**src/rtl/bt_pkg.sv**
```systemverilog
// Shared definitions for the balanced-ternary interface blocks.
// Trit codes, trit/state types, modulus of a 2-trit word and a
// single-trit decode helper.
package bt_pkg;

   typedef logic [1:0] trit_t;

   localparam trit_t TRIT_NEG  = 2'b01;
   localparam trit_t TRIT_ZERO = 2'b11;
   localparam trit_t TRIT_POS  = 2'b10;
   localparam trit_t TRIT_BAD  = 2'b00;

   localparam int BT2_MOD = 9;

   typedef enum logic {IDLE, TRACK} state_t;

   // Invalid code decodes to 0; callers flag it separately.
   function automatic logic signed [1:0] trit_to_int(input trit_t t);
      logic signed [1:0] r;
      case (t)
         TRIT_NEG: r = 2'sb11;
         TRIT_POS: r = 2'sb01;
         default:  r = 2'sb00;
      endcase
      return r;
   endfunction

endpackage

```
**src/rtl/bt2_to_bin.sv**
```systemverilog
// Combinational 2-trit balanced-ternary to signed binary decode.
// Ports:
//   trit_hi, trit_lo : MS / LS trit codes
//   val              : 3*hi + lo, range -4..+4
//   invalid          : either trit carries the unused code 00
module bt2_to_bin
   import bt_pkg::*;
(
   input  logic [1:0]        trit_hi,
   input  logic [1:0]        trit_lo,
   output logic signed [3:0] val,
   output logic              invalid
);

   logic signed [1:0] hi_t;
   logic signed [1:0] lo_t;
   logic signed [3:0] hi_s;
   logic signed [3:0] lo_s;

   assign hi_t = trit_to_int(trit_hi);
   assign lo_t = trit_to_int(trit_lo);
   assign hi_s = {{2{hi_t[1]}}, hi_t};
   assign lo_s = {{2{lo_t[1]}}, lo_t};

   // 3*hi as shift-and-add keeps everything 4 bits wide
   assign val     = (hi_s <<< 1) + hi_s + lo_s;
   assign invalid = (trit_hi == TRIT_BAD) || (trit_lo == TRIT_BAD);

endmodule

```
**src/rtl/bt_count_decoder.sv**
```systemverilog
// Receiver for the 2-trit balanced-ternary counter. Decodes each sample,
// follows single steps across the +4/-4 wrap to build an extended signed
// count, and presents results on a valid/ready port.
// Ports:
//   clock, reset         : clock, synchronous active-high reset
//   trit_hi, trit_lo     : counter DataOut trits
//   sample_en, load_seen : take a sample / sample follows a counter Load
//   out_valid, out_ready : result handshake
//   out_val, out_ext     : decoded sample, extended count
//   out_dir              : step as a trit (01 down, 11 none, 10 up)
//   err_code, err_step, dropped, ovf : sticky flags, cleared by clr_err
//
// state | meaning
// IDLE  | no reference sample yet; next valid sample seeds the count
// TRACK | count follows +-1 steps; larger jumps resynchronise
module bt_count_decoder
   import bt_pkg::*;
#(
   parameter int EXT_W = 12
) (
   input  logic                    clock,
   input  logic                    reset,
   input  logic [1:0]              trit_hi,
   input  logic [1:0]              trit_lo,
   input  logic                    sample_en,
   input  logic                    load_seen,
   output logic                    out_valid,
   input  logic                    out_ready,
   output logic signed [3:0]       out_val,
   output logic signed [EXT_W-1:0] out_ext,
   output logic [1:0]              out_dir,
   output logic                    err_code,
   output logic                    err_step,
   output logic                    dropped,
   output logic                    ovf,
   input  logic                    clr_err
);

   localparam logic signed [EXT_W-1:0] EXT_MAX = {1'b0, {(EXT_W-1){1'b1}}};
   localparam logic signed [EXT_W-1:0] EXT_MIN = {1'b1, {(EXT_W-1){1'b0}}};
   localparam logic signed [EXT_W-1:0] EXT_ONE = {{(EXT_W-1){1'b0}}, 1'b1};
   localparam logic signed [4:0]       MOD5    = 5'(BT2_MOD);

   state_t                  state, state_nxt;
   logic signed [3:0]       prev;
   logic signed [EXT_W-1:0] ext_cnt, ext_nxt, v_ext;
   logic signed [3:0]       v;
   logic                    v_bad;
   logic                    take;
   logic signed [4:0]       diff_raw, diff;
   logic [1:0]              dir_nxt;
   logic                    step_err, sat_hit;

   bt2_to_bin u_dec (
      .trit_hi (trit_hi),
      .trit_lo (trit_lo),
      .val     (v),
      .invalid (v_bad)
   );

   assign take     = sample_en && !v_bad;
   assign v_ext    = {{(EXT_W-4){v[3]}}, v};
   assign diff_raw = {v[3], v} - {prev[3], prev};

   // Fold the raw difference (-8..+8) into -4..+4 so a wrap reads as +-1
   always_comb begin
      diff = diff_raw;
      if (diff_raw > 5'sd4)
         diff = diff_raw - MOD5;
      else if (diff_raw < -5'sd4)
         diff = diff_raw + MOD5;
   end

   always_comb begin
      state_nxt = state;
      ext_nxt   = ext_cnt;
      dir_nxt   = TRIT_ZERO;
      step_err  = 1'b0;
      sat_hit   = 1'b0;
      if (take) begin
         case (state)
            IDLE: begin
               ext_nxt   = v_ext;
               state_nxt = TRACK;
            end
            TRACK: begin
               if (load_seen) begin
                  ext_nxt = v_ext;
               end else if (diff == 5'sd1) begin
                  dir_nxt = TRIT_POS;
                  if (ext_cnt == EXT_MAX) sat_hit = 1'b1;
                  else                    ext_nxt = ext_cnt + EXT_ONE;
               end else if (diff == -5'sd1) begin
                  dir_nxt = TRIT_NEG;
                  if (ext_cnt == EXT_MIN) sat_hit = 1'b1;
                  else                    ext_nxt = ext_cnt - EXT_ONE;
               end else if (diff != 5'sd0) begin
                  step_err = 1'b1;
                  ext_nxt  = v_ext;
               end
            end
            default: state_nxt = IDLE;
         endcase
      end
   end

   always_ff @(posedge clock) begin
      if (reset) state <= IDLE;
      else       state <= state_nxt;
   end

   always_ff @(posedge clock) begin
      if (reset) begin
         prev      <= '0;
         ext_cnt   <= '0;
         out_valid <= 1'b0;
         out_val   <= '0;
         out_ext   <= '0;
         out_dir   <= TRIT_ZERO;
         err_code  <= 1'b0;
         err_step  <= 1'b0;
         dropped   <= 1'b0;
         ovf       <= 1'b0;
      end else begin
         if (take) begin
            prev    <= v;
            ext_cnt <= ext_nxt;
         end
         // Blocked results are lost, but tracking above still advances
         if (take && (!out_valid || out_ready)) begin
            out_valid <= 1'b1;
            out_val   <= v;
            out_ext   <= ext_nxt;
            out_dir   <= dir_nxt;
         end else if (out_valid && out_ready) begin
            out_valid <= 1'b0;
         end
         // A new error in the clearing cycle takes priority
         err_code <= (sample_en && v_bad) || (err_code && !clr_err);
         err_step <= step_err || (err_step && !clr_err);
         dropped  <= (take && out_valid && !out_ready) || (dropped && !clr_err);
         ovf      <= sat_hit || (ovf && !clr_err);
      end
   end

endmodule

```
**config.mk**
```make
export PLATFORM = sky130hd
export DESIGN_NAME = bt_count_decoder
export DESIGN_NICKNAME = d
export VERILOG_FILES = /design/src/rtl/bt_pkg.sv /design/src/rtl/bt2_to_bin.sv /design/src/rtl/bt_count_decoder.sv
export SDC_FILE = /design/constraint.sdc
export NUM_CORES = 1
export LEC_CHECK = 0
export CAP_MARGIN = 20
export CORE_MARGIN = 3
export CORE_UTILIZATION = 34
export CTS_BUF_LIST = sky130_fd_sc_hd__clkbuf_8
export CTS_CLUSTER_DIAMETER = 40
export DETAILED_ROUTE_END_ITERATION = 12
export MAX_ROUTING_LAYER = met4
export PLACE_DENSITY = 0.53
export SYNTH_ARGS = -nofsm -noshare
export SYNTH_HDL_FRONTEND = slang
export SYNTH_HIERARCHICAL = 1
export SYNTH_SLANG_ARGS = --single-unit
export TNS_END_PERCENT = 20
```
**constraint.sdc**
```tcl
create_clock -name clock -period 5.4 [get_ports clock]
set_input_delay 1.62 -clock clock [delete_from_list [all_inputs] [get_ports clock]]
set_output_delay 1.62 -clock clock [all_outputs]
set_load 0.01 [all_outputs]
```
==> impl_metrics.ini <==
[logic_synthesis]
yosysTopAreaCellShare_pct = 23.8
netlist_instances = 447
yosys.area.top_type = dfxtp_1
synth_edf_count = 0
synth_cell_type_count = 82
ys_seq_area_share_pct = 23.8
synth_seq_cells = 40
synthAdderAreaFrac_pct = 7.90
synth-simple-area-share_pct = 28.1
avgSynthCellArea_um2 = 7.51
synthMuxAreaShare_pct = 0.894
ys_async_sr_fraction_pct = 0
synth_top_family_by_area = compound AO/OA/AOI/OAI gates
synthXorXnorAreaFrac_pct = 3.58
synthTopCellsByArea = dfxtp_1, ha_1, a21oi_1
syn-num-nets = 477
yosysWarnings = 6
synth_compound_area_share_pct = 29.3
synthFlopType = dfxtp_1
syn-cell-area_um2 = 3360

[job]
drv_cap = 0

[clocking]
htreeDepth = 2
clk_latency_ns = 0.30
clock_path_buffers = 2
cts_sinks = 40
numCtsBuffers = 5
cts_tree = yes
hold_buffers = 0
cts.clk_slew.worst_paths_ns = 0.08
clockRootBuffer = clkbuf_8

[grt]
antenna_found_initial = 0
grt_pass1_wl_mm = 18.7
grt_usage_pct = 21.1
grt_pass1_vias = 3724
grt_overflow = 0
grt_max_degree = 26

[drt]
initialDrtViolationCount = 163
ant_nets = 0
wl_mm = 11.5
drc = 0
dr_total_vias = 3700
wire_per_inst_um = 17.1
drtPass1Iterations = 4
vias_per_cell = 5.51

[cells_and_area]
layout_common_cells = buf_4, nand2_1, dfxtp_1, a21oi_1
multi_input_area_um2 = 2850
final_common_cell = buf_4
drive_gt1_share_pct = 32.8
postLayoutCellArea_um2 = 5020
final_cells = 671
nFillCells = 903
syn_to_final_growth_pct = 49.6
regArea_um2 = 801
nNetsFinal = 571
antennaDiodeCount = 0
fin_util_pct = 53.3

[floorplan]
coreArea_um2 = 9420
rows = 35
ios = 33
die-area_um2 = 11100
die_y_um = 105
fp.dieW_um = 105
start_util_pct = 35.7

[timing]
worst_pin_slew_ns = 0.579
fin_worst_skew_ns = 0.00652
slew_violations = 0
post-route-period-util_pct = 98.7
finalHoldViolations = 0
max-slew-margin-rel_pct = 61.0
clock.fmax_ghz = 0.188
rsz0062_at_grt = yes
finalCriticalPeriod_ns = 5.33
setup_viol = 0

[power]
p_leak_nw = 1.86
ir_worst_vdd_mv = 0.135
p_per_area_nw_per_um2 = 385
totalPowerFinal_mw = 1.94

[placement]
dp_hpwl_mm = 8.52
placed_cell_area_um2 = 4460
io_buffers = 32
dpl.cell_count = 653
place_congestion = 0.915

[worst_setup_path]
critPathMaxFanout = 6
setup.worst_path.class = primary input to register
cp.arrival_ns = 5.50
required_ns = 5.57
start_kind = primary input
crit_path_end_kind = register

[min_path]
worstHoldPathType = register to register

[status]
status = finished, final reports clean
==> cell type report <==
type,count,area share (%)
clock buffers,5,1.37
clock inverters,3,0.772
inverters,20,1.99
multi-input cells,357,56.8
flip-flops and latches,40,15.9
well taps,129,3.21
repair buffers,117,19.9
==> synth_stat cells (5+ instances only) <==
library cell / count
nand2_1: 51
dfxtp_1: 40
a21oi_1: 39
nor2_1: 31
o21ai_0: 27
nand3_1: 25
clkbuf_1: 20
inv_1: 20
ha_1: 18
nor3_1: 18
nand4_1: 8
o31ai_1: 7
xnor2_1: 7
a211oi_1: 6
a31oi_1: 6
buf_2: 6
nor2b_1: 6
o22ai_1: 6
nand2b_1: 5
==> critical path, cell delays in order <==
cell     delay [ns]
buf_4          0.13
inv_2          0.06
ha_4           0.20
ha_4           0.16
ha_4           0.15
fa_2           0.58
ha_4           0.24
or2_1          0.23
or3_4          0.41
a211o_1        0.29
a32oi_2        0.25
and4_4         0.31
buf_6          0.13
nand3_4        0.09
o221a_4        0.27
o31ai_4        0.29
a21oi_1        0.10
==> sequential cells by signal, summed over array words and instances, names as in the netlist <==
signal,cells
out_val,4
state,1
ovf,1
ext_cnt,12
out_ext,12
out_dir,2
dropped,1
prev,4
out_valid,1
err_code,1
err_step,1
==> power breakdown <==
part / leakage [nW] / internal, mW / switching (mW) / total, mW
Combinational: 1.48 / 0.639 / 0.696 / 1.33
Sequential: 0.329 / 0.321 / 0.0374 / 0.358
Clock: 0.0593 / 0.135 / 0.107 / 0.242
Total: 1.86 / 1.09 / 0.841 / 1.94
==> what timing repair did <==
action | in CTS | in global routing
endpoints found under the hold margin | 0 | 0
gates resized for setup | 61 | 44
pin swaps | 32 | 18
gates cloned | 1 | 0
setup buffers | 7 | 4
setup endpoints to repair | 28 | 22
==> cell families after synthesis <==
family | after synthesis
adders and majority gates | 20
muxes | 3
and+or+nand+nor | 183
xor gates and xnor gates | 12
DFF | 40
AOI/OAI and AO/OA | 139
buffers and inverters | 50
==> path summary, 6_finish.rpt <==
kind / cells after the start / slack, ns / start / endpoint
setup reg to reg: 17 / 1.91 / prev[0] / out_ext[3]
hold reg to reg: 2 / 0.46 / out_val[2] / out_val[2]
setup / recovery: 17 / 0.07 / trit_lo[0] / out_ext[3]
hold / removal: 2 / 0.46 / out_val[2] / out_val[2]
==> layer usage <==
metal  GRT usage (%)  wire [um]
met5               -          0
met4            4.97        143
met3            2.63        436
met2            36.2       5790
met1            26.5       5130
==> per-stage QoR <==
stage	setup slack [ns]	hold WS [ns]	TNS (ns)
2_1_floorplan	-0.0134	0.436	-0.0355
3_3_place_gp	-0.928	0.447	-22.43
3_5_place_dp	-0.928	0.451	-23.08
4_1_cts	0.00193	0.463	0
5_1_grt	-0.0870	0.482	-0.314
6_report	0.0723	0.460	0
Power figures use the tool's default switching activity.
